==> config.mk <==
export PLATFORM = sky130hd
export DESIGN_NAME = rf_replay_sink
export DESIGN_NICKNAME = d
export VERILOG_FILES = /design/src/rtl/ft_pkg.sv /design/src/rtl/replay_beat_checker.sv /design/src/rtl/rf_replay_sink.sv
export SDC_FILE = /design/constraint.sdc
export NUM_CORES = 1
export LEC_CHECK = 0
export ABC_CLOCK_PERIOD_IN_PS = 1940
export CELL_PAD_IN_SITES_DETAIL_PLACEMENT = 0
export CELL_PAD_IN_SITES_GLOBAL_PLACEMENT = 1
export CORE_MARGIN = 5
export CORE_UTILIZATION = 25
export DETAILED_ROUTE_END_ITERATION = 10
export MAX_ROUTING_LAYER = met4
export PLACE_DENSITY = 0.72
export SLEW_MARGIN = 15
export SYNTH_ARGS = -nofsm -noshare
export SYNTH_HDL_FRONTEND = slang
export SYNTH_HIERARCHICAL = 1
export SYNTH_SLANG_ARGS = --single-unit
export TNS_END_PERCENT = 10
==> constraint.sdc <==
create_clock -name clk_i -period 1.94 [get_ports clk_i]
set_input_delay 0.291 -clock clk_i [delete_from_list [all_inputs] [get_ports clk_i]]
set_output_delay 0.291 -clock clk_i [all_outputs]
set_load 0.1 [all_outputs]
==> src/rtl/ft_pkg.sv <==
// Shared types and defaults for the fault-tolerance replay path.
package ft_pkg;
    localparam int REPLAY_ADDR_W   = 5;
    localparam int REPLAY_DATA_W   = 32;
    localparam int REPLAY_NUM_REGS = 32;

    typedef enum logic [2:0] {
        ST_IDLE,
        ST_HALT,
        ST_REPLAY,
        ST_WAIT_RESUME,
        ST_PC_LOAD,
        ST_RELEASE
    } rf_replay_state_e;
endpackage

==> src/rtl/replay_beat_checker.sv <==
// Expected-address tracking and registered RF write stage for replay beats.
module replay_beat_checker
    import ft_pkg::*;
#(
    parameter int ADDR_WIDTH = REPLAY_ADDR_W,
    parameter int DATA_WIDTH = REPLAY_DATA_W,
    parameter int NUM_REGS   = REPLAY_NUM_REGS
) (
    input  logic                  clk,
    input  logic                  rst,
    input  logic                  clear,
    input  logic                  beat,
    input  logic [ADDR_WIDTH-1:0] addr,
    input  logic [DATA_WIDTH-1:0] data,
    output logic                  mismatch,
    output logic                  last,
    output logic                  rf_we,
    output logic [ADDR_WIDTH-1:0] rf_waddr,
    output logic [DATA_WIDTH-1:0] rf_wdata
);
    localparam int CNT_W = $clog2(NUM_REGS + 1);
    localparam int CMP_W = (CNT_W > ADDR_WIDTH) ? CNT_W : ADDR_WIDTH;

    logic [CNT_W-1:0] cnt;
    logic             match;

    assign match    = (CMP_W'(addr) == CMP_W'(cnt));
    assign mismatch = beat && !match;
    assign last     = beat && (cnt == CNT_W'(NUM_REGS - 1));

    // A mismatched beat still advances the counter so one bad beat stays isolated.
    always_ff @(posedge clk or posedge rst) begin
        if (rst) begin
            cnt      <= '0;
            rf_we    <= 1'b0;
            rf_waddr <= '0;
            rf_wdata <= '0;
        end else begin
            rf_we <= beat && match && (addr != '0);
            if (clear)
                cnt <= '0;
            else if (beat && (cnt != CNT_W'(NUM_REGS)))
                cnt <= cnt + CNT_W'(1);
            if (beat) begin
                rf_waddr <= addr;
                rf_wdata <= data;
            end
        end
    end
endmodule

==> src/rtl/rf_replay_sink.sv <==
// Core-side replay sink: freezes fetch, rewrites the RF from the shadow stream,
// reloads the safe PC and releases fetch.
module rf_replay_sink
    import ft_pkg::*;
#(
    parameter int ADDR_WIDTH = REPLAY_ADDR_W,
    parameter int DATA_WIDTH = REPLAY_DATA_W,
    parameter int NUM_REGS   = REPLAY_NUM_REGS
) (
    input  logic                  clk_i,
    input  logic                  rst_i,
    input  logic                  halt_i,
    input  logic                  shift_i,
    input  logic                  resume_i,
    input  logic [ADDR_WIDTH-1:0] replay_addr_i,
    input  logic [DATA_WIDTH-1:0] replay_data_i,
    input  logic [DATA_WIDTH-1:0] spc_i,
    output logic                  fetch_en_o,
    output logic                  rf_we_o,
    output logic [ADDR_WIDTH-1:0] rf_waddr_o,
    output logic [DATA_WIDTH-1:0] rf_wdata_o,
    output logic                  pc_set_o,
    output logic [DATA_WIDTH-1:0] pc_o,
    output logic                  busy_o,
    output logic                  done_o,
    output logic                  seq_err_o
);
    rf_replay_state_e state;
    logic             beat, clear, mismatch, last;

    assign beat  = shift_i && ((state == ST_HALT) || (state == ST_REPLAY));
    assign clear = (state == ST_IDLE) && halt_i;

    replay_beat_checker #(
        .ADDR_WIDTH(ADDR_WIDTH),
        .DATA_WIDTH(DATA_WIDTH),
        .NUM_REGS  (NUM_REGS)
    ) u_checker (
        .clk     (clk_i),
        .rst     (rst_i),
        .clear   (clear),
        .beat    (beat),
        .addr    (replay_addr_i),
        .data    (replay_data_i),
        .mismatch(mismatch),
        .last    (last),
        .rf_we   (rf_we_o),
        .rf_waddr(rf_waddr_o),
        .rf_wdata(rf_wdata_o)
    );

    // pc_set_o rises one cycle after PC_LOAD is entered so a final-beat write
    // drains before the PC strobe.
    always_ff @(posedge clk_i or posedge rst_i) begin
        if (rst_i) begin
            state      <= ST_IDLE;
            fetch_en_o <= 1'b1;
            pc_set_o   <= 1'b0;
            pc_o       <= '0;
            busy_o     <= 1'b0;
            done_o     <= 1'b0;
            seq_err_o  <= 1'b0;
        end else begin
            pc_set_o <= 1'b0;
            done_o   <= 1'b0;
            case (state)
                ST_IDLE: if (halt_i) begin
                    pc_o       <= spc_i;
                    seq_err_o  <= 1'b0;
                    fetch_en_o <= 1'b0;
                    busy_o     <= 1'b1;
                    state      <= ST_HALT;
                end
                ST_HALT, ST_REPLAY: begin
                    if (mismatch) seq_err_o <= 1'b1;
                    if (resume_i) begin
                        if (!last) seq_err_o <= 1'b1;
                        state <= ST_PC_LOAD;
                    end else if (last) begin
                        state <= ST_WAIT_RESUME;
                    end else if (shift_i) begin
                        state <= ST_REPLAY;
                    end
                end
                ST_WAIT_RESUME: begin
                    if (shift_i)  seq_err_o <= 1'b1;
                    if (resume_i) state <= ST_PC_LOAD;
                end
                ST_PC_LOAD: begin
                    pc_set_o <= 1'b1;
                    state    <= ST_RELEASE;
                end
                ST_RELEASE: begin
                    done_o     <= 1'b1;
                    fetch_en_o <= 1'b1;
                    busy_o     <= 1'b0;
                    state      <= ST_IDLE;
                end
                default: state <= ST_IDLE;
            endcase
        end
    end
endmodule

# Yosys cells after proc, flatten, opt, wreduce, memory -nomap -nowiden
# Cells that the tools add are included.
# op_classes
addsub,1
n_eq_ne,12
mux,19
n_reduce_logical,19
# op_table
op,n
$mux 3,5
$mux 6,2
$pmux 3 s4,1
$mux 1,8
$logic_and 1x1->1,7
$add 6x1->6 const B,1
$eq 3x2->1 const B,2
$eq 3x3->1 const B,2
$eq 5x6->1,1
$eq 6x5->1 const B,1
$ne 2x2->1 const B,3
$ne 6x6->1 const B,1
$reduce_and 3->1,2
$reduce_bool 5->1,1
$ne 4x4->1 const B,1
$pmux 1 s2,2
$reduce_and 2->1,2
$reduce_bool 2->1,2
$eq 3x1->1 const B,1
$logic_not 3->1,1
$pmux 1 s3,1
$reduce_bool 3->1,1
$reduce_or 2->1,1
$logic_not 1->1,1
$logic_or 1x1->1,1
# totals
ff_bits,84
output_inout_bits,75
wordCells,62

# Depth between registers and ports, before layout
# depth
depth_word,8
depth_mapped,9
ltp_nobuf,7

# Hierarchy
# The synthesis kept the hierarchy.
# modules_own_cells
mod,n_inst,cells_per_inst,area_per_inst_um2,seq_area_each_um2
replay_beat_checker,1,127,1818.0,1101.1
rf_replay_sink,1,104,1586.5,1002.2

# Least setup slack after synthesis
# OpenSTA, ideal clock, no wires.
# synth_path
path_kind,reg2reg
startpoint,register state[0]
endpoint,register state[0]
setup_ns,0.065
arrival_time_ns,1.780
required_ns,1.875
path_slack_ns,0.095
path_stages_with_launch,10
n_path_buf,2
synth_period_minus_slack_ns,1.845
cell_sequence,dfrtp_1 buf_2 xnor2_1 nor3b_1 buf_2 nand4_1 nor3b_1 inv_1 a311oi_1 o22a_1
# synth_via
elab_chain_len,7
elab_cells_between_ends,16
# synth_rtl
element,line,rtl
start: declaration,rf_replay_sink.sv:28,rf_replay_state_e state;
start signal: assignment,rf_replay_sink.sv:56,state <= ST_IDLE;
start signal: assignment,rf_replay_sink.sv:72,state <= ST_HALT;
start signal: assignment,rf_replay_sink.sv:78,state <= ST_PC_LOAD;
$eq 3x1->1 or $eq 3x2->1 (tied branches),rf_replay_sink.sv:31,assign beat = shift_i && ((state == ST_HALT) || (state == ST_REPLAY));
$logic_or 1x1->1 *,rf_replay_sink.sv:31,
$logic_and 1x1->1 *,rf_replay_sink.sv:31,
net beat,rf_replay_sink.sv:29,"logic beat, clear, mismatch, last;"
$logic_and 1x1->1 *,replay_beat_checker.sv:29,assign last = beat && (cnt == CNT_W'(NUM_REGS - 1));
net last,rf_replay_sink.sv:29,
$mux 3,rf_replay_sink.sv:79,end else if (last) begin
$mux 3,rf_replay_sink.sv:76,if (resume_i) begin
$pmux 3 s4,rf_replay_sink.sv:66,case (state)
# Mark *: on every way through the listed nets, which the timed path passes. The rest lies on a longest branch.
# A chain may end at the register's enable or synchronous reset.

# Worst setup path in the final report
# layout_path
startpoint,register state[0]
endpoint,register u_checker.cnt[0]
# layout_via
elab_chain_len,5
elab_cells_between_ends,9
# layout_rtl
element,line,rtl
$eq 3x1->1 or $eq 3x2->1 (tied branches),rf_replay_sink.sv:31,
$logic_or 1x1->1 *,rf_replay_sink.sv:31,
$logic_and 1x1->1 *,rf_replay_sink.sv:31,
net beat,rf_replay_sink.sv:29,
$logic_and 1x1->1 *,replay_beat_checker.sv:42,else if (beat && (cnt != CNT_W'(NUM_REGS)))
$reduce_bool 2->1 (no line) *,n/a,
end signal: assignment,replay_beat_checker.sv:43,cnt <= cnt + CNT_W'(1);
end: declaration,replay_beat_checker.sv:24,logic [CNT_W-1:0] cnt;
# Marked as above.

==> flow_summary.json <==
{
  "yosysWarnings": 6,
  "clk_latency_ps": 330,
  "synth_edf_count": 0,
  "postCtsSetupBuffers": 0,
  "worstSetupEndpoint": "u_checker/cnt[0]",
  "worst-slew-pin-transition_ps": 570,
  "dr.pass1.iters": 4,
  "hold_class": "in2async",
  "slew_violations": 0,
  "fin_nets": 472,
  "cp-end-kind": "register",
  "num_vias": 2422,
  "critical_path_class": "reg2reg",
  "setup_violations": 0,
  "ys_types": 36,
  "slew_headroom_pct": 62.0,
  "yosysSeqAreaShare_pct": 61.8,
  "drive_gt1_share_pct": 45.0,
  "reg2reg_depth": 6,
  "yosys.area.top_type": "dfrtp_1",
  "ant_nets": 0,
  "final_cells": 576,
  "grt_usage_pct": 11.2,
  "wl_per_cell_um": 14.6,
  "finClkSkew_ps": 3.23,
  "cts_inserted_buffers": 9,
  "fill_cells": 1267,
  "grt_pass1_vias": 2694,
  "synth_area_leaders": "dfrtp_1 61%, mux2_2 22%, buf_6 1.3%, xnor2_1 1.3%, buf_2 1.0%",
  "core_area_mm2": 0.0133,
  "initial_core_util_pct": 25.6,
  "finalCriticalPeriod_ps": 1730,
  "syn-cell-area_mm2": 0.00340,
  "critical_path_arrival_ps": 1940,
  "r2r_slack_ps": 210,
  "drc": 0,
  "pre_cts_ws_ps": -120,
  "synth_area_per_cell_um2": 14.7,
  "critPathMaxFanout": 3,
  "antenna_found_initial": 0,
  "r2r_end": "u_checker/cnt[0]",
  "critPathMaxStageDelay_ps": 380,
  "finalCritPeriodShare_pct": 89.0,
  "critical_path.startpoint": "state[0]",
  "cp.required_ps": 2160,
  "yosysMostFrequentCell": "dfrtp_1",
  "gp_congestion": 0.784,
  "start_kind": "register",
  "port_buffers": 148,
  "fp.dieH_um": 127,
  "cts_resized": 0,
  "yosys_most_used_dff": "dfrtp_1",
  "clk_root_buffer_cell": "clkbuf_16",
  "path_cells": "xnor2_1, nor3b_2, buf_4, inv_1, a31oi_1, mux2_2",
  "clkTransAtPathRegs_ps": 60,
  "rows": 42,
  "fin_util_pct": 40.1,
  "place_inst": 561,
  "dp_hpwl_mm": 6.30,
  "grt_max_degree": 45,
  "drtIter0Drc": 86,
  "slowest_stage": "dfrtp_1",
  "timing.final.ws_setup_ps": 214,
  "syn2layout_area_growth_pct": 56.6,
  "synth_commonest_cells": "83 x dfrtp_1, 68 x mux2_2, 9 x inv_1",
  "drv_cap": 0,
  "die_x_um": 127,
  "synthArstFlopShare_pct": 100,
  "grt_pass1_wl_mm": 13.7,
  "ioPinCount": 149,
  "wirelength_mm": 8.42,
  "diodes": 0,
  "hold_viol": 0,
  "synth_fp_nets": 307,
  "fmaxAchievable_ghz": 0.579,
  "overflow": 0,
  "status": "complete, no violations",
  "drt-vias-per-instance": 4.20,
  "r2r_start": "state[0]",
  "clock_sinks": 84,
  "cts_max_level": 3,
  "synth_top_area_share_pct": 61.0,
  "hold_buffers": 0,
  "dieArea_mm2": 0.0161,
  "cts_tree": "done",
  "synth-seq-cells": 84,
  "synthCells": 231,
  "clockBufferDepth": 2
}
-- how the worst min path moves through the flow --
stage,start,end,slack (ps)
final,rst_i,pc_o[7],440
after global routing,rst_i,pc_o[23],510
after CTS,rst_i,pc_o[23],450
after detailed placement,busy_o,busy_o,470
after global placement,busy_o,busy_o,470
after floorplan,resume_i,state[1],360
-- registers in the layout (all words and copies together), names as in the netlist --
name	cells
state	3
pc_o	32
u_checker/cnt	6
u_checker/rf_wdata	32
u_checker/rf_we	1
done_o	1
busy_o	1
u_checker/rf_waddr	5
fetch_en_o	1
seq_err_o	1
pc_set_o	1
-- critical path, delay by kind of cell, from the launching register on --
family	cells	cell delay, ps
DFF	1	380
muxes	1	370
AOI/OAI and AO/OA	1	260
and+or+nand+nor	1	240
buffers and inverters	2	220
xor gates and xnor gates	1	140
-- cell usage in the layout, fill, tap and decap left out, drive strengths merged --
master         count
a21o               2
buf               92
clkdlybuf4s50     73
a31oi              1
or3                1
mux2              70
a221oi             1
o31a               1
xor2               3
nor4b              1
bufinv             1
xnor2              5
a311oi             1
inv                9
a31o               1
nand4              3
o41ai              1
mux2i              1
nor4               1
or4                1
nand3              3
nor3b              2
nand3b             1
clkinv             1
nand2b             3
clkbuf            13
a21oi              3
dfrtp             83
ha                 2
o21ai              4
nor2               7
o22a               1
and2               1
nand2              3
nor3               2
dfstp              1
a211oi             1
-- cell families (layout without fill, tap and decap cells) --
family                   after synthesis  count (layout)  synth area share (%)
AO/OA/AOI/OAI                         17              17                  3.42
AND/OR/NAND/NOR                       29              29                  5.22
buffers and inverters                 20             189                  3.34
adder cells (fa/ha/maj)                2               2                 0.735
flip-flops                            84              84                  61.8
multiplexers                          71              71                  23.4
XOR/XNOR                               8               8                  2.06
-- through the flow --
step | instance area [um2] | hold WS [ps] | TNS, ps
floorplan | 3400 | 363 | 0
CTS | 5320 | 454 | 0
detailed placement | 5030 | 471 | -457
global placement | 5030 | 468 | -83.7
global route | 5330 | 510 | -3.38
finish | 5330 | 444 | 0
-- per-layer routing --
metal / up-vias / share of wire (%) / GRT usage (%)
met5: - / 0 / -
met3: 14 / 4.1 / 2.23
met4: 0 / 2.2 / 5.99
met2: 65 / 53 / 18.5
li1: 1146 / - / -
met1: 1197 / 41 / 12.8
-- final cells by class --
type	instances	area, um2	share of cell area [%]
Clock buffer	13	250	4.69
Clock inverter	2	35.0	0.657
Inverter	9	33.8	0.634
Multi-Input combinational cell	127	1200	22.6
Sequential cell	84	2100	39.5
Tap cell	176	220	4.13
Timing Repair Buffer	165	1480	27.8
Power is left out: the tool's default activity adds up to more than one toggle a clock period on the data nets, which glitch-free logic cannot reach.
